## src/rtl/cnn_win_pkg.sv

```systemverilog
// Shared types and constants for the 5x5 CNN window sequencer.
//   state_t  : frame sequencer states
//   PIX_W    : pixel width of the image ROM / line buffer data
//   DEF_*    : default image geometry and kernel size
//   NUM_WIN  : number of fully-inside windows per frame at default geometry
package cnn_win_pkg;

  typedef enum logic [1:0] {
    ST_IDLE  = 2'd0,
    ST_RUN   = 2'd1,
    ST_DRAIN = 2'd2
  } state_t;

  localparam int PIX_W     = 9;
  localparam int DEF_IMG_W = 28;
  localparam int DEF_IMG_H = 28;
  localparam int DEF_K     = 5;
  localparam int NUM_WIN   = (DEF_IMG_W - DEF_K + 1) * (DEF_IMG_H - DEF_K + 1);

endpackage

```

## src/rtl/win_coord_cnt.sv

```systemverilog
// Raster-order row/column counter for the pixel currently at stage 1.
//   clk, rstn : clock, asynchronous active-low reset
//   en        : advance one pixel (column wraps at IMG_W-1, row at IMG_H-1)
//   clr       : synchronous clear to (0,0); has priority over en
//   row, col  : current pixel coordinates
module win_coord_cnt #(
  parameter int IMG_W = 28,
  parameter int IMG_H = 28,
  parameter int CW    = 5
) (
  input  logic          clk,
  input  logic          rstn,
  input  logic          en,
  input  logic          clr,
  output logic [CW-1:0] row,
  output logic [CW-1:0] col
);

  localparam logic [CW-1:0] COL_LAST = CW'(IMG_W - 1);
  localparam logic [CW-1:0] ROW_LAST = CW'(IMG_H - 1);

  logic [CW-1:0] row_q, row_d;
  logic [CW-1:0] col_q, col_d;

  always_comb begin
    row_d = row_q;
    col_d = col_q;
    if (clr) begin
      row_d = '0;
      col_d = '0;
    end else if (en) begin
      if (col_q == COL_LAST) begin
        col_d = '0;
        row_d = (row_q == ROW_LAST) ? '0 : row_q + 1'b1;
      end else begin
        col_d = col_q + 1'b1;
      end
    end
  end

  always_ff @(posedge clk or negedge rstn) begin
    if (!rstn) begin
      row_q <= '0;
      col_q <= '0;
    end else begin
      row_q <= row_d;
      col_q <= col_d;
    end
  end

  assign row = row_q;
  assign col = col_q;

endmodule

```

## src/rtl/conv_win_ctrl.sv

```systemverilog
// Frame sequencer for the KxK CNN window generator.
// Issues image ROM addresses in raster order, shifts the line buffer one
// cycle after ROM data returns, and presents each window lying fully inside
// the image with its top-left coordinates. A stalled window (valid & !ready)
// freezes the whole pipeline.
//   clk, rstn          : clock, asynchronous active-low reset
//   start, abort       : frame start (IDLE only) and synchronous abort
//   busy, done         : frame in progress; one-cycle end-of-frame pulse
//   rom_addr, rom_en   : ROM address and address-register enable (latency 1)
//   lb_shift           : line buffer / column delay shift enable
//   win_valid/ready    : window handshake
//   win_row, win_col   : top-left coordinates of the presented window
//   win_last           : presented window is the last of the frame
module conv_win_ctrl
  import cnn_win_pkg::*;
#(
  parameter int IMG_W  = DEF_IMG_W,
  parameter int IMG_H  = DEF_IMG_H,
  parameter int K      = DEF_K,
  parameter int ADDR_W = 10,
  parameter int CW     = 5
) (
  input  logic              clk,
  input  logic              rstn,
  input  logic              start,
  input  logic              abort,
  output logic              busy,
  output logic              done,
  output logic [ADDR_W-1:0] rom_addr,
  output logic              rom_en,
  output logic              lb_shift,
  output logic              win_valid,
  input  logic              win_ready,
  output logic [CW-1:0]     win_row,
  output logic [CW-1:0]     win_col,
  output logic              win_last
);

  localparam logic [ADDR_W-1:0] LAST_ADDR = ADDR_W'(IMG_W * IMG_H - 1);
  localparam logic [CW-1:0]     KM1       = CW'(K - 1);
  localparam logic [CW-1:0]     ROW_LAST  = CW'(IMG_H - 1);
  localparam logic [CW-1:0]     COL_LAST  = CW'(IMG_W - 1);

  state_t            state_q, state_d;
  logic [ADDR_W-1:0] rom_addr_q, rom_addr_d;
  logic              s1_v_q, s1_v_d;
  logic              win_valid_q, win_valid_d;
  logic [CW-1:0]     win_row_q, win_row_d;
  logic [CW-1:0]     win_col_q, win_col_d;
  logic              win_last_q, win_last_d;
  logic              done_q, done_d;
  logic [CW-1:0]     s1_row, s1_col;
  logic              adv, hs, start_frame, in_image;

  // A presented-but-unaccepted window freezes every stage.
  assign adv         = !(win_valid_q && !win_ready);
  assign hs          = win_valid_q && win_ready;
  assign start_frame = (state_q == ST_IDLE) && start && !abort;

  // FSM: state register
  always_ff @(posedge clk or negedge rstn) begin
    if (!rstn) state_q <= ST_IDLE;
    else       state_q <= state_d;
  end

  // FSM: next state
  always_comb begin
    state_d = state_q;
    if (abort) begin
      state_d = ST_IDLE;
    end else begin
      case (state_q)
        ST_IDLE:  if (start) state_d = ST_RUN;
        ST_RUN:   if (rom_en && (rom_addr_q == LAST_ADDR)) state_d = ST_DRAIN;
        ST_DRAIN: if (hs && win_last_q) state_d = ST_IDLE;
        default:  state_d = ST_IDLE;
      endcase
    end
  end

  // FSM: outputs
  always_comb begin
    busy   = (state_q != ST_IDLE);
    rom_en = (state_q == ST_RUN) && adv;
  end

  // Issue stage and stage 1
  assign lb_shift = s1_v_q && adv;

  win_coord_cnt #(
    .IMG_W (IMG_W),
    .IMG_H (IMG_H),
    .CW    (CW)
  ) u_s1_coord (
    .clk  (clk),
    .rstn (rstn),
    .en   (lb_shift),
    .clr  (start_frame || abort),
    .row  (s1_row),
    .col  (s1_col)
  );

  // A window is complete once its bottom-right pixel is shifted in; rows and
  // columns below K-1 only fill the line buffer.
  assign in_image = (s1_row >= KM1) && (s1_col >= KM1);

  always_comb begin
    rom_addr_d  = rom_addr_q;
    s1_v_d      = s1_v_q;
    win_valid_d = win_valid_q;
    win_row_d   = win_row_q;
    win_col_d   = win_col_q;
    win_last_d  = win_last_q;
    done_d      = 1'b0;

    if (start_frame) rom_addr_d = '0;
    else if (rom_en && (rom_addr_q != LAST_ADDR)) rom_addr_d = rom_addr_q + 1'b1;

    if (abort)    s1_v_d = 1'b0;
    else if (adv) s1_v_d = rom_en;

    // Window stage; lb_shift implies adv, so a new load never overwrites an
    // unaccepted window.
    if (abort) begin
      win_valid_d = 1'b0;
      win_last_d  = 1'b0;
    end else if (lb_shift && in_image) begin
      win_valid_d = 1'b1;
      win_row_d   = s1_row - KM1;
      win_col_d   = s1_col - KM1;
      win_last_d  = (s1_row == ROW_LAST) && (s1_col == COL_LAST);
    end else if (hs) begin
      win_valid_d = 1'b0;
      win_last_d  = 1'b0;
    end

    done_d = hs && win_last_q && !abort && (state_q == ST_DRAIN);
  end

  always_ff @(posedge clk or negedge rstn) begin
    if (!rstn) begin
      rom_addr_q  <= '0;
      s1_v_q      <= 1'b0;
      win_valid_q <= 1'b0;
      win_row_q   <= '0;
      win_col_q   <= '0;
      win_last_q  <= 1'b0;
      done_q      <= 1'b0;
    end else begin
      rom_addr_q  <= rom_addr_d;
      s1_v_q      <= s1_v_d;
      win_valid_q <= win_valid_d;
      win_row_q   <= win_row_d;
      win_col_q   <= win_col_d;
      win_last_q  <= win_last_d;
      done_q      <= done_d;
    end
  end

  assign rom_addr  = rom_addr_q;
  assign win_valid = win_valid_q;
  assign win_row   = win_row_q;
  assign win_col   = win_col_q;
  assign win_last  = win_last_q;
  assign done      = done_q;

endmodule

```

## config.mk

```make
export PLATFORM = sky130hd
export DESIGN_NAME = conv_win_ctrl
export DESIGN_NICKNAME = d
export VERILOG_FILES = /design/src/rtl/cnn_win_pkg.sv /design/src/rtl/win_coord_cnt.sv /design/src/rtl/conv_win_ctrl.sv
export SDC_FILE = /design/constraint.sdc
export NUM_CORES = 1
export LEC_CHECK = 0
export CORE_AREA = 4 4 62 64
export DETAILED_ROUTE_END_ITERATION = 10
export DIE_AREA = 0 0 66 68
export DONT_BUFFER_PORTS = 1
export PLACE_DENSITY = 0.73
export SYNTH_ARGS = -nofsm -noshare
export SYNTH_HDL_FRONTEND = slang
export SYNTH_SLANG_ARGS = --single-unit
```

## constraint.sdc

```tcl
create_clock -name clk -period 5.8 [get_ports clk]
set_input_delay 1.16 -clock clk [delete_from_list [all_inputs] [get_ports clk]]
set_output_delay 1.16 -clock clk [all_outputs]
set_load 0.03 [all_outputs]
```

==> flow_metrics.py, run 1 <==
metrics = {
    "run_status": {
        "status": "complete, no violations",
    },
    "sta": {
        "max_slew.worst_pin.slew_ns": 0.4282,
        "rsz0062_at_grt": "false",
        "finalHoldViolations": 0,
        "final-max-slew-violation-count": 0,
        "slew_headroom": 0.7072,
        "min_period_over_period": 0.5498,
        "fin_crit_ns": 3.189,
        "clock-skew-final_ns": 0.01066,
        "setup_violations": 0,
        "max_freq_ghz": 0.3136,
        "setup_tns_ns": 0,
    },
    "critical_path": {
        "cp.depth": 3,
        "crit_type": "input pin to output port",
        "cp-start-kind": "input pin",
        "crit_buf_inv": 1,
        "crit_fanout": 11,
        "critPathRequiredTime_ns": 4.64,
        "crit_family": "simple AND/OR/NAND/NOR gates",
        "end_kind": "output port",
        "slowest_delay_ns": 0.36,
        "r2r-start": "win_valid",
        "rr_worst_depth": 4,
        "rr_endpoint": "win_col[1]",
        "worstPathCellList": "nor2b_1 > or3_1 > inv_1",
        "crit_slowest_cell": "or3_1",
        "crit_arrival_ns": 2.03,
        "regToRegSetupSlack_ns": 3.55,
    },
    "layout": {
        "layout.cells.most_common": "dfrtp_1",
        "area_growth_syn_to_layout_pct": 4.376,
        "drive_above_1_share": 0.09231,
        "num_antenna_cells": 0,
        "design_area_um2": 1999,
        "fin_nets": 213,
        "final_cell_mix": "dfrtp_1 (36), nand2_1 (17), inv_1 (16), a21oi_1 (15), ha_1 (13)",
    },
    "synthesis": {
        "ys_seq_area_frac": 0.4703,
        "synth_cell_type_count": 35,
        "yosys_warnings": 0,
        "synth_seq_cells": 36,
        "syn_area_um2": 1916,
        "synthTopCellsByArea": "dfrtp_1 (47%), ha_1 (8.5%), mux2_2 (4.7%)",
        "netlist.area_leader.share": 0.4703,
        "synth_nets": 211,
        "syn_inst": 193,
        "synthFlopType": "dfrtp_1",
        "synth_top_cell_by_area": "dfrtp_1",
        "syn_area_per_cell_um2": 9.925,
        "synth-edff-count": 0,
        "postSynth.asyncResetShare": 1.000,
    },
    "power_and_ir_drop": {
        "power_frac_clock": 0.261,
        "power_frac_seq": 0.659,
        "power_switching_mw": 0.1446,
        "p_sw_frac": 0.3102,
        "peakVddDrop_v": 0.0001483,
        "p_leak_nw": 0.8653,
        "p_comb_frac": 0.080,
        "power.density_nw_per_um2": 233.1,
        "p_int_mw": 0.3215,
    },
    "clocking": {
        "cts-root-buf": "clkbuf_4",
        "holdBufCountCts": 0,
        "cts_resized": 0,
        "cts_buffers": 5,
        "clock-sinks": 36,
        "htreeDepth": 2,
        "clockBufferDepth": 2,
        "post_cts_buffers": 0,
        "clk_latency_ns": 0.34,
        "clk_pin_slew_ns": 0.10,
        "cts_tree": "yes",
    },
    "global_routing": {
        "grt-ovfl-total": 0,
        "grt_pass1_wl_mm": 6.568,
        "grt_pass1_vias": 1444,
        "grt_start_max_net_pins": 37,
        "track_usage": 0.1932,
        "grt_antenna_before_repair": 0,
    },
    "placed_design": {
        "globalplace.congestion": 0.8137,
        "hpwlAfterDp_mm": 2.831,
        "io_buffers": 0,
        "place_area_um2": 1953,
    },
    "drt": {
        "first_pass_iters": 6,
        "drc": 0,
        "via_count": 1460,
        "ant_nets": 0,
        "drtIter0Drc": 160,
        "drt-total-wl_mm": 3.852,
        "viasPerCell": 6.058,
        "post_drt_wl_per_cell_um": 15.98,
    },
    "floorplan": {
        "die_area_um2": 4488,
        "die_h_um": 68,
        "core_area_um2": 3284,
        "io_pins": 31,
        "initial_core_util": 0.5832,
        "placementRows": 21,
        "fp.dieW_um": 66,
    },
    "job": {
        "max_cap_viol_count": 0,
    },
    "min_path": {
        "hold_class": "input pin to async pin",
    },
}
## through the flow
stage,setup slack (ns),hold WS [ns],utilization,total power [mW],instances
final,2.611,0.5011,0.6088,0.4661,241
after global routing,2.534,0.4807,0.6088,0.4890,241
after CTS,2.637,0.4898,0.6088,0.4721,241
after detailed placement,2.624,0.5088,0.5947,0.3504,234
after global placement,2.656,0.4795,0.5947,0.3482,234
after floorplan,2.664,0.4652,-,0.3389,193
## metal layers
metal	GRT usage	share of wire	up-vias
li1	-	-	710
met1	0.2306	0.43	707
met2	0.3304	0.50	38
met3	0.05090	0.060	5
met4	0.08376	0.011	0
met5	0	0	-
## worst max path at each step
stage / start / end / slack, ns
after floorplan: win_ready / rom_en / 2.66
after global routing: win_ready / rom_en / 2.53
after global placement: win_ready / rom_en / 2.66
after detailed placement: win_ready / rom_en / 2.62
after CTS: win_ready / rom_en / 2.64
final: win_ready / rom_en / 2.61
## worst reg2reg max path, stage by stage (launching register included)
cell and delay [ns]:
dfrtp_1 0.53, nor2b_1 0.25, or4b_1 0.69, nor2_4 0.29, mux2_2 0.37
## flip-flops by register name, summed over array words and instances, names as in the netlist
signal	count
rom_addr	10
u_s1_coord.col	5
u_s1_coord.row	5
win_col	5
win_row	5
state_q	2
done	1
s1_v_q	1
win_last	1
win_valid	1
## logic make-up (layout without fill, tap and decap cells)
group           count (synthesis)  in the layout  synth area share
compound gates                 41             41            0.1326
xor+xnor                        2              2          0.009146
fa+ha+maj                      13             13           0.08491
buf+inv                        21             23           0.04180
flops                          36             36            0.4703
mux                            12             12           0.06793
simple gates                   68             68            0.1934
## cells in the mapped netlist, drive strengths merged, types with 2 or more instances
cell	n
a31oi	2
a21oi	15
inv	16
xor2	2
and3	3
nand3	12
mux2	8
ha	13
or3	4
mux2i	4
or3b	2
o311ai	2
dfrtp	36
or4	6
nor2	9
nand4	6
o21ai	9
clkbuf	4
nand2	17
o31ai	6
nor3	4
a2111oi	2
## power groups by stage
stage                     sequential [mW]  combinational, mW  clock (mW)
after floorplan                     0.306             0.0328           0
after global placement              0.312             0.0364           0
after detailed placement            0.313             0.0375           0
after CTS                           0.308             0.0376       0.127
after global routing                0.311             0.0419       0.137
final                               0.307             0.0371       0.122
## final cells by class
cell class	instances	area (µm²)
Fill cell	289	1285
Clock buffer	6	41.29
Multi-Input combinational cell	136	934.6
Sequential cell	36	900.9
Inverter	16	60.06
Clock inverter	1	5.005
Tap cell	46	57.56
Note: power is estimated with default switching activity, not from simulation.
==> inputs of run 2 (changes only) <==
--- a/config.mk
+++ b/config.mk
@@ -5,11 +5,11 @@
 export SDC_FILE = /design/constraint.sdc
 export NUM_CORES = 1
 export LEC_CHECK = 0
-export CORE_AREA = 4 4 62 64
+export CORE_AREA = 4 4 64 66
 export DETAILED_ROUTE_END_ITERATION = 10
-export DIE_AREA = 0 0 66 68
+export DIE_AREA = 0 0 68 70
 export DONT_BUFFER_PORTS = 1
-export PLACE_DENSITY = 0.73
+export PLACE_DENSITY = 0.72
 export SYNTH_ARGS = -nofsm -noshare
 export SYNTH_HDL_FRONTEND = slang
 export SYNTH_SLANG_ARGS = --single-unit
==> constraint.sdc (replaced) <==
create_clock -name clk -period 2.8 [get_ports clk]
set_input_delay 0.56 -clock clk [delete_from_list [all_inputs] [get_ports clk]]
set_output_delay 0.56 -clock clk [all_outputs]
set_load 0.03 [all_outputs]
==> flow_metrics.py, run 2 (synthesized netlist as in run 1, its figures left out) <==
metrics = {
    "run_status": {
        "status": "complete, no violations",
    },
    "sta": {
        "setup_tns_ns": 0,
        "setup_violations": 0,
        "final-max-slew-violation-count": 0,
        "slew_headroom": 0.6821,
        "fin_crit_ns": 2.518,
        "rsz0062_at_grt": "false",
        "max_freq_ghz": 0.3972,
        "min_period_over_period": 0.8991,
        "clock-skew-final_ns": 0.01571,
        "max_slew.worst_pin.slew_ns": 0.4732,
        "finalHoldViolations": 0,
    },
    "clocking": {
        "htreeDepth": 2,
        "cts-root-buf": "clkbuf_4",
        "clk_latency_ns": 0.35,
        "post_cts_buffers": 0,
        "clockBufferDepth": 2,
        "clock-sinks": 36,
        "holdBufCountCts": 1,
        "cts_tree": "yes",
        "cts_buffers": 5,
        "clk_pin_slew_ns": 0.11,
        "cts_resized": 0,
    },
    "global_routing": {
        "grt_antenna_before_repair": 0,
        "grt_pass1_vias": 1416,
        "grt_pass1_wl_mm": 6.831,
        "grt_start_max_net_pins": 37,
        "track_usage": 0.1901,
        "grt-ovfl-total": 0,
    },
    "job": {
        "max_cap_viol_count": 0,
    },
    "placed_design": {
        "place_area_um2": 1956,
        "globalplace.congestion": 0.8057,
        "io_buffers": 0,
        "hpwlAfterDp_mm": 2.934,
    },
    "drt": {
        "post_drt_wl_per_cell_um": 16.31,
        "drc": 0,
        "first_pass_iters": 4,
        "drt-total-wl_mm": 3.979,
        "ant_nets": 0,
        "via_count": 1459,
        "drtIter0Drc": 72,
        "viasPerCell": 5.980,
    },
    "critical_path": {
        "crit_type": "register to output port",
        "crit_arrival_ns": 1.96,
        "cp-start-kind": "register",
        "crit_fanout": 11,
        "critPathRequiredTime_ns": 2.24,
        "end_kind": "output port",
    },
    "floorplan": {
        "io_pins": 31,
        "fp.dieW_um": 68,
        "die_area_um2": 4760,
        "placementRows": 22,
        "die_h_um": 70,
        "core_area_um2": 3578,
        "initial_core_util": 0.5353,
    },
    "layout": {
        "design_area_um2": 2022,
        "final_cell_mix": "dfrtp_1 (36), nand2_1 (17), inv_1 (16), a21oi_1 (15), ha_1 (13)",
        "largest_reg_flops": 10,
        "num_antenna_cells": 0,
        "area_growth_syn_to_layout_pct": 5.552,
        "layout.cells.most_common": "dfrtp_1",
        "drive_above_1_share": 0.09694,
        "fillers": 328,
        "fin_nets": 214,
    },
    "power_and_ir_drop": {
        "p_leak_nw": 0.8747,
        "peakVddDrop_v": 0.0001936,
        "power.density_nw_per_um2": 486.0,
    },
    "min_path": {
        "hold_class": "input pin to async pin",
    },
}
==> run 2: changes by cell type in the layout (fill, tap and decap cells not counted), sizes merged <==
cell / change
buf: +1
==> run 2: metal layers <==
layer	track usage	up-vias	part of all wire
met2	0.2944	35	0.51
met3	0.06592	7	0.052
met4	0.07285	0	0.018
met5	0	-	0
li1	-	705	-
met1	0.2397	712	0.42
==> run 2: path summary, 6_finish.rpt <==
path	startpoint	end	slack (ns)	cells past startpoint
setup / recovery	win_valid	rom_en	0.28	3
hold / removal	rstn	rom_addr[6]	0.02	1
setup reg to reg	win_valid	win_col[2]	0.56	4
hold reg to reg	state_q[0]	state_q[0]	0.52	1
max in group asynchronous	rstn	win_col[1]	2.58	1
min in group clk	abort	state_q[1]	0.26	1
==> run 2: stage by stage <==
step                      power, mW  utilization  setup slack (ns)  instances  hold WS, ns
after CTS                    0.9903       0.5650            0.2629        244      0.02447
final                        0.9826       0.5650            0.2824        244      0.02078
after detailed placement     0.7225       0.5465            0.5753        236       0.2652
after global placement       0.7162       0.5465            0.6277        236       0.2652
after global routing          1.033       0.5650            0.1390        244      0.01693
after floorplan              0.7020            -            0.7806        193       0.2644
==> run 2: where the power goes <==
group | leakage, nW | internal [mW] | switching, mW
clock network | 0.0281 | 0.0924 | 0.166
logic | 0.351 | 0.0318 | 0.0577
registers | 0.496 | 0.544 | 0.0913
==> run 2: layout make-up <==
cell class / instances / area [µm²] / area share
Clock buffer: 6 / 41.29 / 0.02042
Clock inverter: 1 / 5.005 / 0.002475
Inverter: 16 / 60.06 / 0.02970
Multi-Input combinational cell: 136 / 934.6 / 0.4623
Sequential cell: 36 / 900.9 / 0.4455
Tap cell: 48 / 60.06 / 0.02970
Timing Repair Buffer: 1 / 20.02 / 0.009901
==> run 2: worst max-delay path, stage by stage (launching register included) <==
cell	delay (ns)
dfrtp_1	0.53
nor2b_1	0.25
or3_1	0.50
inv_1	0.34
==> inputs of run 3 (changes only) <==
--- a/config.mk
+++ b/config.mk
@@ -9,6 +9,8 @@
 export DETAILED_ROUTE_END_ITERATION = 10
 export DIE_AREA = 0 0 68 70
 export DONT_BUFFER_PORTS = 1
+export GPL_TIMING_DRIVEN = 0
+export MAX_ROUTING_LAYER = met4
 export PLACE_DENSITY = 0.72
 export SYNTH_ARGS = -nofsm -noshare
 export SYNTH_HDL_FRONTEND = slang
==> flow_metrics.py, run 3 (synthesized netlist as in run 1, its figures left out) <==
metrics = {
    "run_status": {
        "status": "complete, no violations",
    },
    "power_and_ir_drop": {
        "power_frac_seq": 0.622,
        "power_frac_clock": 0.286,
        "p_int_mw": 0.7005,
        "p_sw_frac": 0.3118,
        "peakVddDrop_v": 0.0002289,
        "power.density_nw_per_um2": 496.3,
        "power_switching_mw": 0.3174,
        "p_comb_frac": 0.092,
        "p_leak_nw": 0.8850,
    },
    "global_routing": {
        "grt-ovfl-total": 0,
        "grt_pass1_wl_mm": 6.920,
        "grt_busiest_layer": "met2",
        "use_met1": 0.2415,
        "track_usage": 0.1968,
        "grt_start_max_net_pins": 37,
        "grt_pass1_vias": 1471,
        "grt_antenna_before_repair": 0,
        "met3_usage": 0.04823,
        "use_met2": 0.2998,
    },
    "floorplan": {
        "fp.dieW_um": 68,
        "initial_core_util": 0.5353,
        "die_h_um": 70,
        "core_area_um2": 3578,
        "die_area_um2": 4760,
        "io_pins": 31,
        "placementRows": 22,
    },
    "clocking": {
        "cts_tree": "yes",
        "clk_latency_ns": 0.35,
        "cts_buffers": 5,
        "clk_pin_slew_ns": 0.11,
        "htreeDepth": 2,
        "clockBufferDepth": 2,
        "cts_resized": 0,
        "cts-root-buf": "clkbuf_4",
        "clock-sinks": 36,
    },
    "drt": {
        "first_pass_iters": 4,
        "drtIter0Drc": 75,
        "viasPerCell": 6.032,
        "via_count": 1502,
        "ant_nets": 0,
        "drt-total-wl_mm": 4.042,
        "post_drt_wl_per_cell_um": 16.23,
        "drc": 0,
    },
    "sta": {
        "slew_headroom": 0.6608,
        "setup_violations": 0,
        "clock-skew-final_ns": 0.009620,
        "max_slew.worst_pin.slew_ns": 0.4959,
        "rsz0062_at_grt": "false",
        "min_period_over_period": 0.8976,
        "final-max-slew-violation-count": 0,
        "finalHoldViolations": 0,
        "max_freq_ghz": 0.3979,
        "fin_crit_ns": 2.513,
        "setup_tns_ns": 0,
    },
    "layout": {
        "final_cell_mix": "dfrtp_1 (36), nand2_1 (17), inv_1 (16), a21oi_1 (15), ha_1 (13)",
        "largest_reg_flops": 10,
        "multi_input_area_um2": 934.6,
        "ff_latch_area_um2": 900.9,
        "fillers": 315,
        "drive_above_1_share": 0.09950,
        "area_growth_syn_to_layout_pct": 7.054,
        "num_antenna_cells": 0,
        "final_cells": 249,
        "layout.cells.most_common": "dfrtp_1",
        "fin_nets": 218,
    },
    "placed_design": {
        "globalplace.congestion": 0.8301,
        "dpl.cell_count": 241,
        "hpwlAfterDp_mm": 2.929,
        "io_buffers": 0,
    },
    "critical_path": {
        "crit_arrival_ns": 1.95,
        "cp-start-kind": "register",
        "crit_fanout": 11,
        "r2r-start": "u_s1_coord.col[3]",
        "critPathLaunch": "win_valid",
        "crit_type": "register to output port",
        "regToRegSetupSlack_ns": 0.55,
        "critPathRequiredTime_ns": 2.24,
        "end_kind": "output port",
        "rr_worst_depth": 7,
        "rr_endpoint": "win_row[4]",
    },
    "min_path": {
        "hold_class": "input pin to async pin",
    },
    "job": {
        "max_cap_viol_count": 0,
    },
}
==> run 3: changes by cell type in the layout (fill, tap and decap cells not counted) <==
cell | previous run | this run
clkbuf_8 | 0 | 1
clkbuf_1 | 1 | 5
clkinv_2 | 1 | 0
buf_2 | 0 | 1
==> run 3: layout make-up <==
type / instances / share of cell area
Buffer: 4 / 0.007932
Clock buffer: 8 / 0.02868
Inverter: 16 / 0.02929
Multi-Input combinational cell: 136 / 0.4558
Sequential cell: 36 / 0.4393
Tap cell: 48 / 0.02929
Timing Repair Buffer: 1 / 0.009762
==> run 3: critical path, stage by stage (launching register included) <==
cell	delay (ns)
dfrtp_1	0.53
nor2b_1	0.25
or3_1	0.49
inv_1	0.33
==> run 3: what timing repair did <==
action | CTS | global route
setup buffers | 0 | 0
endpoints found under the hold margin | 36 | 0
hold buffers | 1 | 0
setup endpoints to repair | 0 | 1
==> run 3: power groups by stage <==
stage          Combinational [mW]  Sequential, mW  Clock [mW]
2_1_floorplan              0.0680           0.634           0
3_3_place_gp               0.0787           0.642           0
3_5_place_dp               0.0827           0.644           0
4_1_cts                    0.0962           0.633       0.301
5_1_grt                     0.114           0.638       0.319
6_report                   0.0935           0.633       0.291
==> run 3: stage by stage <==
step	utilization	power (mW)	area (µm²)	setup slack (ns)	hold WS [ns]
finish	0.5731	1.018	2051	0.2867	0.02194
global route	0.5731	1.070	2051	0.1471	0.02926
global placement	0.5521	0.7207	1976	0.5260	0.2653
floorplan	-	0.7020	1916	0.7806	0.2644
detailed placement	0.5521	0.7267	1976	0.5498	0.2652
CTS	0.5741	1.031	2054	0.1505	0.02800
==> run 3: how the worst max path moves through the flow <==
| stage | cells after the start | to | slack [ns] |
|---|---|---|---|
| final | 3 | rom_en | 0.29 |
| after global routing | 3 | rom_en | 0.15 |
| after CTS | 4 | rom_en | 0.15 |
| after detailed placement | 4 | rom_en | 0.55 |
| after global placement | 4 | rom_en | 0.53 |
| after floorplan | 4 | rom_en | 0.78 |
==> run 3: per-layer routing <==
metal	vias to the layer above	wire length, µm
met5	-	0
met4	0	102
met3	10	235
met2	43	2021
met1	727	1682
li1	722	-
